## config.mk

```make
export PLATFORM = sky130hd
export DESIGN_NAME = acs_select_array
export DESIGN_NICKNAME = d
export VERILOG_FILES = /design/src/rtl/acs_select_array.sv
export SDC_FILE = /design/constraint.sdc
export NUM_CORES = 1
export LEC_CHECK = 0
export CAP_MARGIN = 40
export CORE_MARGIN = 8
export CORE_UTILIZATION = 43
export CTS_CLUSTER_DIAMETER = 200
export DETAILED_ROUTE_END_ITERATION = 7
export GPL_ROUTABILITY_DRIVEN = 0
export PLACE_DENSITY_LB_ADDON = 0.12
export SLEW_MARGIN = 20
export SYNTH_ARGS = -nofsm -noshare
export SYNTH_HDL_FRONTEND = slang
export SYNTH_SLANG_ARGS = --single-unit
```

## constraint.sdc

```tcl
create_clock -name clk -period 1.65 [get_ports clk]
set_clock_uncertainty 0.2 [all_clocks]
set_input_delay 0.33 -clock clk [delete_from_list [all_inputs] [get_ports clk]]
set_output_delay 0.33 -clock clk [all_outputs]
set_load 0.005 [all_outputs]
```

## src/rtl/acs_select_array.sv

```systemverilog
// Two-stage add-compare-select back end: per-state min select with decision bits,
// followed by threshold normalisation that clears every metric MSB when all are set.
module acs_select_array #(
  parameter int WIDTH    = 8,
  parameter int N_STATES = 4
) (
  input  logic                         clk,
  input  logic                         rst,
  input  logic                         in_valid,
  output logic                         in_ready,
  input  logic [N_STATES*WIDTH-1:0]    cand0,
  input  logic [N_STATES*WIDTH-1:0]    cand1,
  output logic                         out_valid,
  input  logic                         out_ready,
  output logic [N_STATES*WIDTH-1:0]    pm_out,
  output logic [N_STATES-1:0]          dec,
  output logic                         norm
);

  logic                      advance;

  logic                      s1_valid_q, s1_valid_d;
  logic [N_STATES*WIDTH-1:0] s1_pm_q, s1_pm_d;
  logic [N_STATES-1:0]       s1_dec_q, s1_dec_d;

  logic                      out_valid_q;
  logic [N_STATES*WIDTH-1:0] pm_out_q, pm_out_d;
  logic [N_STATES-1:0]       dec_q;
  logic                      norm_q, norm_d;

  logic [N_STATES-1:0]       msb;
  logic                      allhi;

  // Both stages move together; a held output word freezes the whole pipe.
  assign advance    = ~(out_valid_q & ~out_ready);
  assign in_ready   = advance;
  assign s1_valid_d = in_valid & advance;

  genvar gi;
  generate
    for (gi = 0; gi < N_STATES; gi++) begin : g_state
      logic [WIDTH-1:0] c0;
      logic [WIDTH-1:0] c1;
      logic             sel;

      assign c0  = cand0[gi*WIDTH +: WIDTH];
      assign c1  = cand1[gi*WIDTH +: WIDTH];
      // Strict less-than so a tie keeps predecessor 0.
      assign sel = (c1 < c0);

      assign s1_pm_d[gi*WIDTH +: WIDTH] = sel ? c1 : c0;
      assign s1_dec_d[gi]               = sel;

      assign msb[gi] = s1_pm_q[gi*WIDTH + WIDTH - 1];
      assign pm_out_d[gi*WIDTH +: WIDTH] = allhi
          ? {1'b0, s1_pm_q[gi*WIDTH +: WIDTH-1]}
          : s1_pm_q[gi*WIDTH +: WIDTH];
    end
  endgenerate

  assign allhi  = &msb;
  assign norm_d = allhi;

  always_ff @(posedge clk) begin
    if (rst) begin
      s1_valid_q  <= 1'b0;
      s1_pm_q     <= '0;
      s1_dec_q    <= '0;
      out_valid_q <= 1'b0;
      pm_out_q    <= '0;
      dec_q       <= '0;
      norm_q      <= 1'b0;
    end else if (advance) begin
      s1_valid_q  <= s1_valid_d;
      s1_pm_q     <= s1_pm_d;
      s1_dec_q    <= s1_dec_d;
      out_valid_q <= s1_valid_q;
      pm_out_q    <= pm_out_d;
      dec_q       <= s1_dec_q;
      norm_q      <= norm_d;
    end
  end

  assign out_valid = out_valid_q;
  assign pm_out    = pm_out_q;
  assign dec       = dec_q;
  assign norm      = norm_q;

endmodule

```

After elaboration in Yosys (flattened, before gate mapping)
Cells that the tools add are included.
- equal/unequal tests: 0
- add/subtract/negate cells: 0
- order comparisons: 4
- muxes and demuxes: 8
- bitwise operators: 4
- div/mod/pow operators: 0
- $mul: 0
- shift-type cells: 0
- reduce and logical (&&, ||, !) cells: 1
- operators with widths (kind ; number):
    $mux 8 ; 8
    $lt 8x8->1 ; 4
    $reduce_and 4->1 ; 1
    $and 1x1->1 ; 2
    $not 1->1 ; 2
- memory bits (writable): 0
- input bits: 68
- ROM bits: 0
- output and inout bits: 39
- memories: 0
- logic and storage cells: 24
- bits in latches: 0
- bits in registers: 75

Logic depth before layout (Yosys ltp)
Gate-level depths: netlist of run 1.
- word-level depth: 4
- mapped depth: 8
- mapped depth without buffers: 7

Least setup slack after synthesis of run 1
Ideal clock, no wire load.
- path kind: input -> register
- start: input port cand0[18]
- end: register s1_pm_q[22]
- stages: 8
- data required time: 1.311 ns
- path buffers: 1
- data arrival time: 1.501 ns
- setup time: 0.139 ns
- path slack: -0.191 ns
- cells stage by stage: inv_1 > ha_1 > a21o_1 > a31oi_1 > o211a_1 > buf_6 > mux2i_1 > a211oi_1
- cells in the longest elaborated chain, start to end: 2
- ends and longest elaborated chain (element ; line ; text):
    start, declared ; 11 ; input logic [N_STATES*WIDTH-1:0] cand0,
    $lt 8x8->1 ; 49 ; assign sel = (c1 < c0);
    $mux 8 ; 51 ; assign s1_pm_d[gi*WIDTH +: WIDTH] = sel ? c1 : c0;
    end signal, assigned ; 75 ; s1_pm_q <= s1_pm_d;
    end, declared ; 23 ; logic [N_STATES*WIDTH-1:0] s1_pm_q, s1_pm_d;
Every way passes these cells.
A chain may end at the register's enable or synchronous reset.

Final worst setup path of run 1
- start: input port cand0[22]
- end: register s1_pm_q[23]
The elaborated chain is that of the path after synthesis.

==> out/metrics.yaml, run 1 <==
outcome:
  failed_checks: "setup timing"
  status: "complete, but fails checks"
timing:
  slew_headroom: 0.773
  fin_crit_sh: 1.01
  fin_ws_ns: -0.00980
  fmax_mhz: 602
  worst_pin_slew_ns: 0.341
  finalSetupTns_ns: -0.00980
  finalMaxSlewViolations: 0
  layout_min_cycle_time_ns: 1.66
  grt_setup_unrepaired: "yes"
  setup_viol: 1
  finalHoldViolations: 0
  holdWs_ns: 0.127
logic_synthesis:
  avgSynthCellArea_sq_um: 8.52
  synth_warnings: 0
  netlist_area_sq_um: 3590
  synth_cell_type_count: 26
  synth_edf_count: 0
  synth_nets: 517
  synth_ff_type: "dfxtp_1"
  ys_seq_elements: 75
  synth-async-reset-ratio: 0
  ys_seq_area_frac: 0.419
  synth_cells: 421
floorplan:
  die_x_microns: 107
  start_util: 0.441
  core_sq_um: 8130
  dieArea_sq_um: 11500
  die_h_microns: 107
  io_pins: 107
  rows: 33
pwr:
  sw_frac_of_total: 0.264
  p_per_area_nw_per_um2: 814
  ir_drop_v: 0.000456
  seq_power_share: 0.435
  power_leakage_nw: 2.64
  power_switching_mw: 1.24
  power_frac_comb: 0.247
  p_clk_frac: 0.318
  p_int_mw: 3.45
grt:
  gr-usage-all-layers: 0.169
  overflow: 0
  grt_max_degree: 76
  grt_first_pass_wirelength_microns: 15900
  grt_pass1_vias: 3449
  antenna_found_initial: 0
worst_setup_path:
  endpoint_kind: "register"
  crit_type: "input port to register"
  path_buf_inv: 3
  cp-start-kind: "input port"
  crit_arrival_ns: 1.67
  cp_cell_sequence: "buf_8 > inv_8 > ha_4 > and3_4 > nand3_2 > o211a_4 > buf_4 > mux2i_2 > a211oi_1"
  cpPeakStageDelay_ns: 0.27
  crit_slowest_cell: "o211a_4"
  cp.required_ns: 1.66
  crit_family: "compound AO/OA/AOI/OAI gates"
  cp_max_fo: 2
detailed_routing:
  wl_per_cell_microns: 14.8
  ant_nets: 0
  routed_wl_microns: 9800
  viasPerCell: 5.09
  first_iter_violations: 101
  dr.pass1.iters: 4
  num_vias: 3377
  route.detailed.drc: 0
placement:
  dp.final_hpwl_microns: 6810
  dp_slack_ns: -1.06
  portBuffers: 106
  place_inst: 626
  place_area_sq_um: 5190
clock_network:
  insertion_delay_ns: 0.34
  htree_num_levels: 3
  cts-root-buf: "clkbuf_8"
  cts.clk_slew.worst_paths_ns: 0.08
  cts_tree: "built"
  cts_made_buffers: 9
  clockBufferDepth: 2
  cts_sinks: 75
finish:
  num_antenna_cells: 0
  area_growth_pct: 60.7
  nNetsFinal: 649
  nFillCells: 673
  finalInstanceArea_sq_um: 5760
  drive_gt1_frac: 0.387
  layout.cells.non_filler: 663
job:
  drv_cap: 0
worst_hold_path:
  hold_class: "input port to register"
[synth_stat cells, drive strengths merged (8+ instances only)]
cell type,number,share of area
clkbuf,15,0.016
inv,29,0.030
nand2,74,0.077
nor2,39,0.041
buf,13,0.024
a21o,8,0.017
a21oi,41,0.058
a211oi,32,0.067
mux2i,32,0.089
ha,28,0.098
dfxtp,75,0.42
[per-layer routing]
layer / up-vias / global-route usage / wire [microns]
met4: 0 / 0.0783 / 173
met2: 73 / 0.295 / 5040
met3: 13 / 0.0353 / 452
met5: - / 0 / 0
li1: 1702 / - / -
met1: 1589 / 0.192 / 4140
[area by class of cell]
type	count	area (sq um)	share of cell area
repair buffers	147	1280	0.223
inverters	29	168	0.0291
clock buffers	11	131	0.0228
clock inverters	5	77.6	0.0135
flip-flops and latches	75	1510	0.263
well taps	105	131	0.0228
multi-input cells	291	2460	0.426
[state kept, by name (all words and copies together), names as in the netlist]
name,flops
dec,4
norm,1
out_valid,1
pm_out,32
s1_dec_q,4
s1_pm_q,32
s1_valid_q,1
[worst min-delay path, stage by stage]
cell and delay [ns]:
clkbuf_2 0.09, mux2i_1 0.12, a211oi_1 0.08
[path summary, 6_finish.rpt]
kind                                 from           to  slack (ns)  depth (start not counted)
worst min-delay path             cand0[4]   s1_pm_q[4]        0.13                          3
worst max-delay path            cand0[22]  s1_pm_q[23]       -0.01                          9
worst max register to register  out_valid   s1_pm_q[2]        0.23                          5
worst min register to register  pm_out[1]    pm_out[1]        0.25                          2
[metrics by stage]
stage | power, mW | utilization
detailed placement | 3.06 | 0.638
finish | 4.69 | 0.709
floorplan | 2.59 | -
CTS | 4.64 | 0.685
global route | 4.92 | 0.709
global placement | 3.03 | 0.638
[kinds of logic (layout without fill, tap and decap cells)]
group,count (synthesis),in the layout,share of synthesized area
adders and majority gates,28,28,0.0977
and+or+nand+nor,131,131,0.148
buffers and inverters,57,192,0.0701
DFF,75,75,0.419
AOI/OAI and AO/OA,98,100,0.176
muxes,32,32,0.0893
[layout by cell type (no fill, tap or decap), types with 9 or more instances in the layout]
master	instances
mux2i_1	27
inv_2	12
ha_4	23
a211oi_1	28
clkbuf_2	11
buf_4	35
buf_2	18
nand2_1	74
dfxtp_1	65
dfxtp_2	10
a21oi_1	37
clkbuf_8	9
dlygate4sd2_1	47
buf_6	20
nor2_1	39
[power groups by stage]
| stage | Clock [mW] | Sequential (mW) | Combinational (mW) |
|---|---|---|---|
| 6_report | 1.49 | 2.04 | 1.16 |
| 5_1_grt | 1.60 | 2.06 | 1.26 |
| 4_1_cts | 1.52 | 2.04 | 1.08 |
| 3_3_place_gp | 0 | 2.08 | 0.954 |
| 2_1_floorplan | 0 | 2.07 | 0.518 |
| 3_5_place_dp | 0 | 2.08 | 0.982 |
[timing repair]
action,4_1_cts,5_1_grt
hold buffers,0,0
setup endpoints to repair,75,34
buffers inserted,12,7
pin swaps,31,39
cloned,2,0
resized for setup,307,77
No activity file was read; power rests on OpenSTA's default activity.
==> run 2, diff against run 1 <==
--- a/config.mk
+++ b/config.mk
@@ -7,10 +7,11 @@
 export LEC_CHECK = 0
 export CAP_MARGIN = 40
 export CORE_MARGIN = 8
-export CORE_UTILIZATION = 43
+export CORE_UTILIZATION = 51
 export CTS_CLUSTER_DIAMETER = 200
 export DETAILED_ROUTE_END_ITERATION = 7
 export GPL_ROUTABILITY_DRIVEN = 0
+export HOLD_SLACK_MARGIN = 0.08
 export PLACE_DENSITY_LB_ADDON = 0.12
 export SLEW_MARGIN = 20
 export SYNTH_ARGS = -nofsm -noshare
==> constraint.sdc (replaced) <==
create_clock -name clk -period 2.12 [get_ports clk]
set_clock_uncertainty 0.2 [all_clocks]
set_input_delay 0.424 -clock clk [delete_from_list [all_inputs] [get_ports clk]]
set_output_delay 0.424 -clock clk [all_outputs]
set_load 0.005 [all_outputs]
==> out/metrics.yaml, run 2 (synthesis results as in run 1) <==
worst_setup_path:
  cp_max_fo: 4  # was 2
  cp.required_ns: 2.14  # was 1.66 ns
  r2r_start: "out_valid"  # unchanged
  endpoint_kind: "register"  # unchanged
  cpPeakStageDelay_ns: 0.48  # was 0.27 ns
  cp_cell_sequence: "clkdlybuf4s50_1 > inv_1 > ha_1 > and2_4 > o21ai_2 > o211a_1 > buf_6 > mux2i_2 > a211oi_2"  # was buf_8 > inv_8 > ha_4 > and3_4 > nand3_2 > o211a_4 > buf_4 > mux2i_2 > a211oi_1
  crit_start: "cand0[27]"  # was cand0[22]
  crit_slowest_cell: "clkdlybuf4s50_1"  # was o211a_4
  cp-start-kind: "input port"  # unchanged
  crit_type: "input port to register"  # unchanged
  crit_arrival_ns: 2.10  # was 1.67 ns
grt:
  antenna_found_initial: 0  # unchanged
  grt_max_degree: 76  # unchanged
  grt_pass1_vias: 3437  # was 3449
  grt_first_pass_wirelength_microns: 15800  # was 15900 microns
  gr-usage-all-layers: 0.193  # was 0.169
  overflow: 0  # unchanged
floorplan:
  die_x_microns: 99.9  # was 107 microns
  io_pins: 107  # unchanged
  core_sq_um: 6790  # was 8130 sq um
  start_util: 0.528  # was 0.441
  die_h_microns: 99.9  # was 107 microns
  rows: 30  # was 33
  dieArea_sq_um: 9970  # was 11500 sq um
pwr:
  ir_drop_v: 0.000358  # was 0.000456 V
  p_per_area_nw_per_um2: 673  # was 814 nW/um^2
  p_total_mw: 3.65  # was 4.69 mW
  p_clk_frac: 0.338  # was 0.318
  p_int_mw: 2.72  # was 3.45 mW
  power_switching_mw: 0.928  # was 1.24 mW
  power_frac_comb: 0.227  # was 0.247
  sw_frac_of_total: 0.254  # was 0.264
  seq_power_share: 0.434  # was 0.435
  power_leakage_nw: 2.50  # was 2.64 nW
finish:
  num_antenna_cells: 0  # unchanged
  drive_gt1_frac: 0.170  # was 0.387
  nFillCells: 467  # was 673
  layout_commonest_cell: "dfxtp_1"  # was nand2_1
  layout_common_cells: "dfxtp_1, nand2_1, clkdlybuf4s50_1"  # was nand2_1, dfxtp_1, dlygate4sd2_1
  layout.cells.non_filler: 631  # was 663
  area_growth_pct: 51.3  # was 60.7%
  nNetsFinal: 627  # was 649
clock_network:
  cts_sinks: 75  # unchanged
  insertion_delay_ns: 0.34  # about the same
  cts-root-buf: "clkbuf_8"  # unchanged
  cts_tree: "built"  # unchanged
  clockBufferDepth: 2  # unchanged
  cts.clk_slew.worst_paths_ns: 0.08  # about the same
  htree_num_levels: 3  # unchanged
  cts_made_buffers: 9  # unchanged
  cts_hold_buf: 0  # unchanged
timing:
  worst_pin_slew_ns: 0.457  # was 0.341 ns
  finalHoldViolations: 0  # unchanged
  holdWs_ns: 0.250  # was 0.127 ns
  fin_crit_sh: 0.981
  slew_headroom: 0.691  # was 0.773
  fmax_mhz: 481
  setup_viol: 0  # was 1
  finalMaxSlewViolations: 0  # unchanged
  layout_min_cycle_time_ns: 2.08
placement:
  dp.final_hpwl_microns: 6530  # was 6810 microns
  portBuffers: 106  # unchanged
  place_inst: 610  # was 626
detailed_routing:
  num_vias: 3342  # was 3377
  route.detailed.drc: 0  # unchanged
  routed_wl_microns: 9670  # was 9800 microns
  first_iter_violations: 100  # was 101
  wl_per_cell_microns: 15.3  # was 14.8 microns
  ant_nets: 0  # unchanged
  viasPerCell: 5.30  # was 5.09
  dr.pass1.iters: 5  # was 4
outcome:
  status: "finished, final reports clean"  # was complete, but fails checks
worst_hold_path:
  holdCritStartpoint: "pm_out[0]"  # was cand0[4]
  hold_class: "register to register"  # was input port to register
job:
  drv_cap: 0  # unchanged
## run 2: cell count changes in the layout (fill, tap and decap cells not counted), sizes merged
cell	change
buf	-62
clkbuf	-11
clkdlybuf4s15	+1
clkdlybuf4s50	+54
clkinvlp	-1
dlygate4sd2	-16
dlymetal6s2s	+14
o211a	-2
## run 2: per-layer routing
| layer | wire length [microns] | global-route usage | share of wire | vias up |
|---|---|---|---|---|
| li1 | - | - | - | 1660 |
| met1 | 3980 | 0.209 | 0.41 | 1573 |
| met2 | 4920 | 0.344 | 0.51 | 90 |
| met3 | 495 | 0.0443 | 0.051 | 19 |
| met4 | 270 | 0.0990 | 0.028 | 0 |
| met5 | 0 | 0 | 0 | - |
## run 2: layout make-up
type / count / area (sq um) / share of cell area
multi-input cells: 289 / 2140 / 0.394
flip-flops and latches: 75 / 1500 / 0.277
repair buffers: 127 / 1330 / 0.245
clock buffers: 11 / 151 / 0.0279
well taps: 96 / 120 / 0.0221
inverters: 29 / 110 / 0.0203
clock inverters: 4 / 73.8 / 0.0136
## run 2: power by group through the flow
stage          logic [mW]  clock network (mW)  registers [mW]
6_report            0.830                1.23            1.59
5_1_grt             0.906                1.31            1.60
4_1_cts             0.779                1.25            1.58
3_5_place_dp        0.697                   0            1.62
3_3_place_gp        0.672                   0            1.61
2_1_floorplan       0.356                   0            1.61
## run 2: final timing paths
path	endpoint	slack, ns	cells past startpoint
hold reg to reg	pm_out[0]	0.25	2
hold / removal	pm_out[0]	0.25	2
setup reg to reg	s1_pm_q[14]	0.57	6
setup / recovery	s1_pm_q[24]	0.04	9
## run 2: what timing repair did
| item | CTS | global route |
|---|---|---|
| pin swaps | 37 | 17 |
| endpoints found under the setup margin | 35 | 33 |
| resized for setup | 71 | 44 |
| gates cloned | 2 | 0 |
| buffers inserted | 3 | 1 |
## run 2: critical path, delay by kind of cell
kind | cells | cell delay (ns)
AOI/OAI and AO/OA | 3 | 0.41
adders and majority gates | 1 | 0.19
buffers and inverters | 3 | 0.68
muxes | 1 | 0.24
and+or+nand+nor | 1 | 0.14
## run 2: per-stage QoR
| stage | setup TNS (ns) | instance area [sq um] | util | setup slack (ns) |
|---|---|---|---|---|
| floorplan | 0 | 3590 | - | 0.185 |
| global placement | -13.91 | 4800 | 0.707 | -0.453 |
| detailed placement | -16.78 | 4800 | 0.707 | -0.551 |
| CTS | 0 | 5260 | 0.774 | 0.0102 |
| global route | -0.0210 | 5430 | 0.799 | -0.0143 |
| finish | 0 | 5430 | 0.799 | 0.0411 |
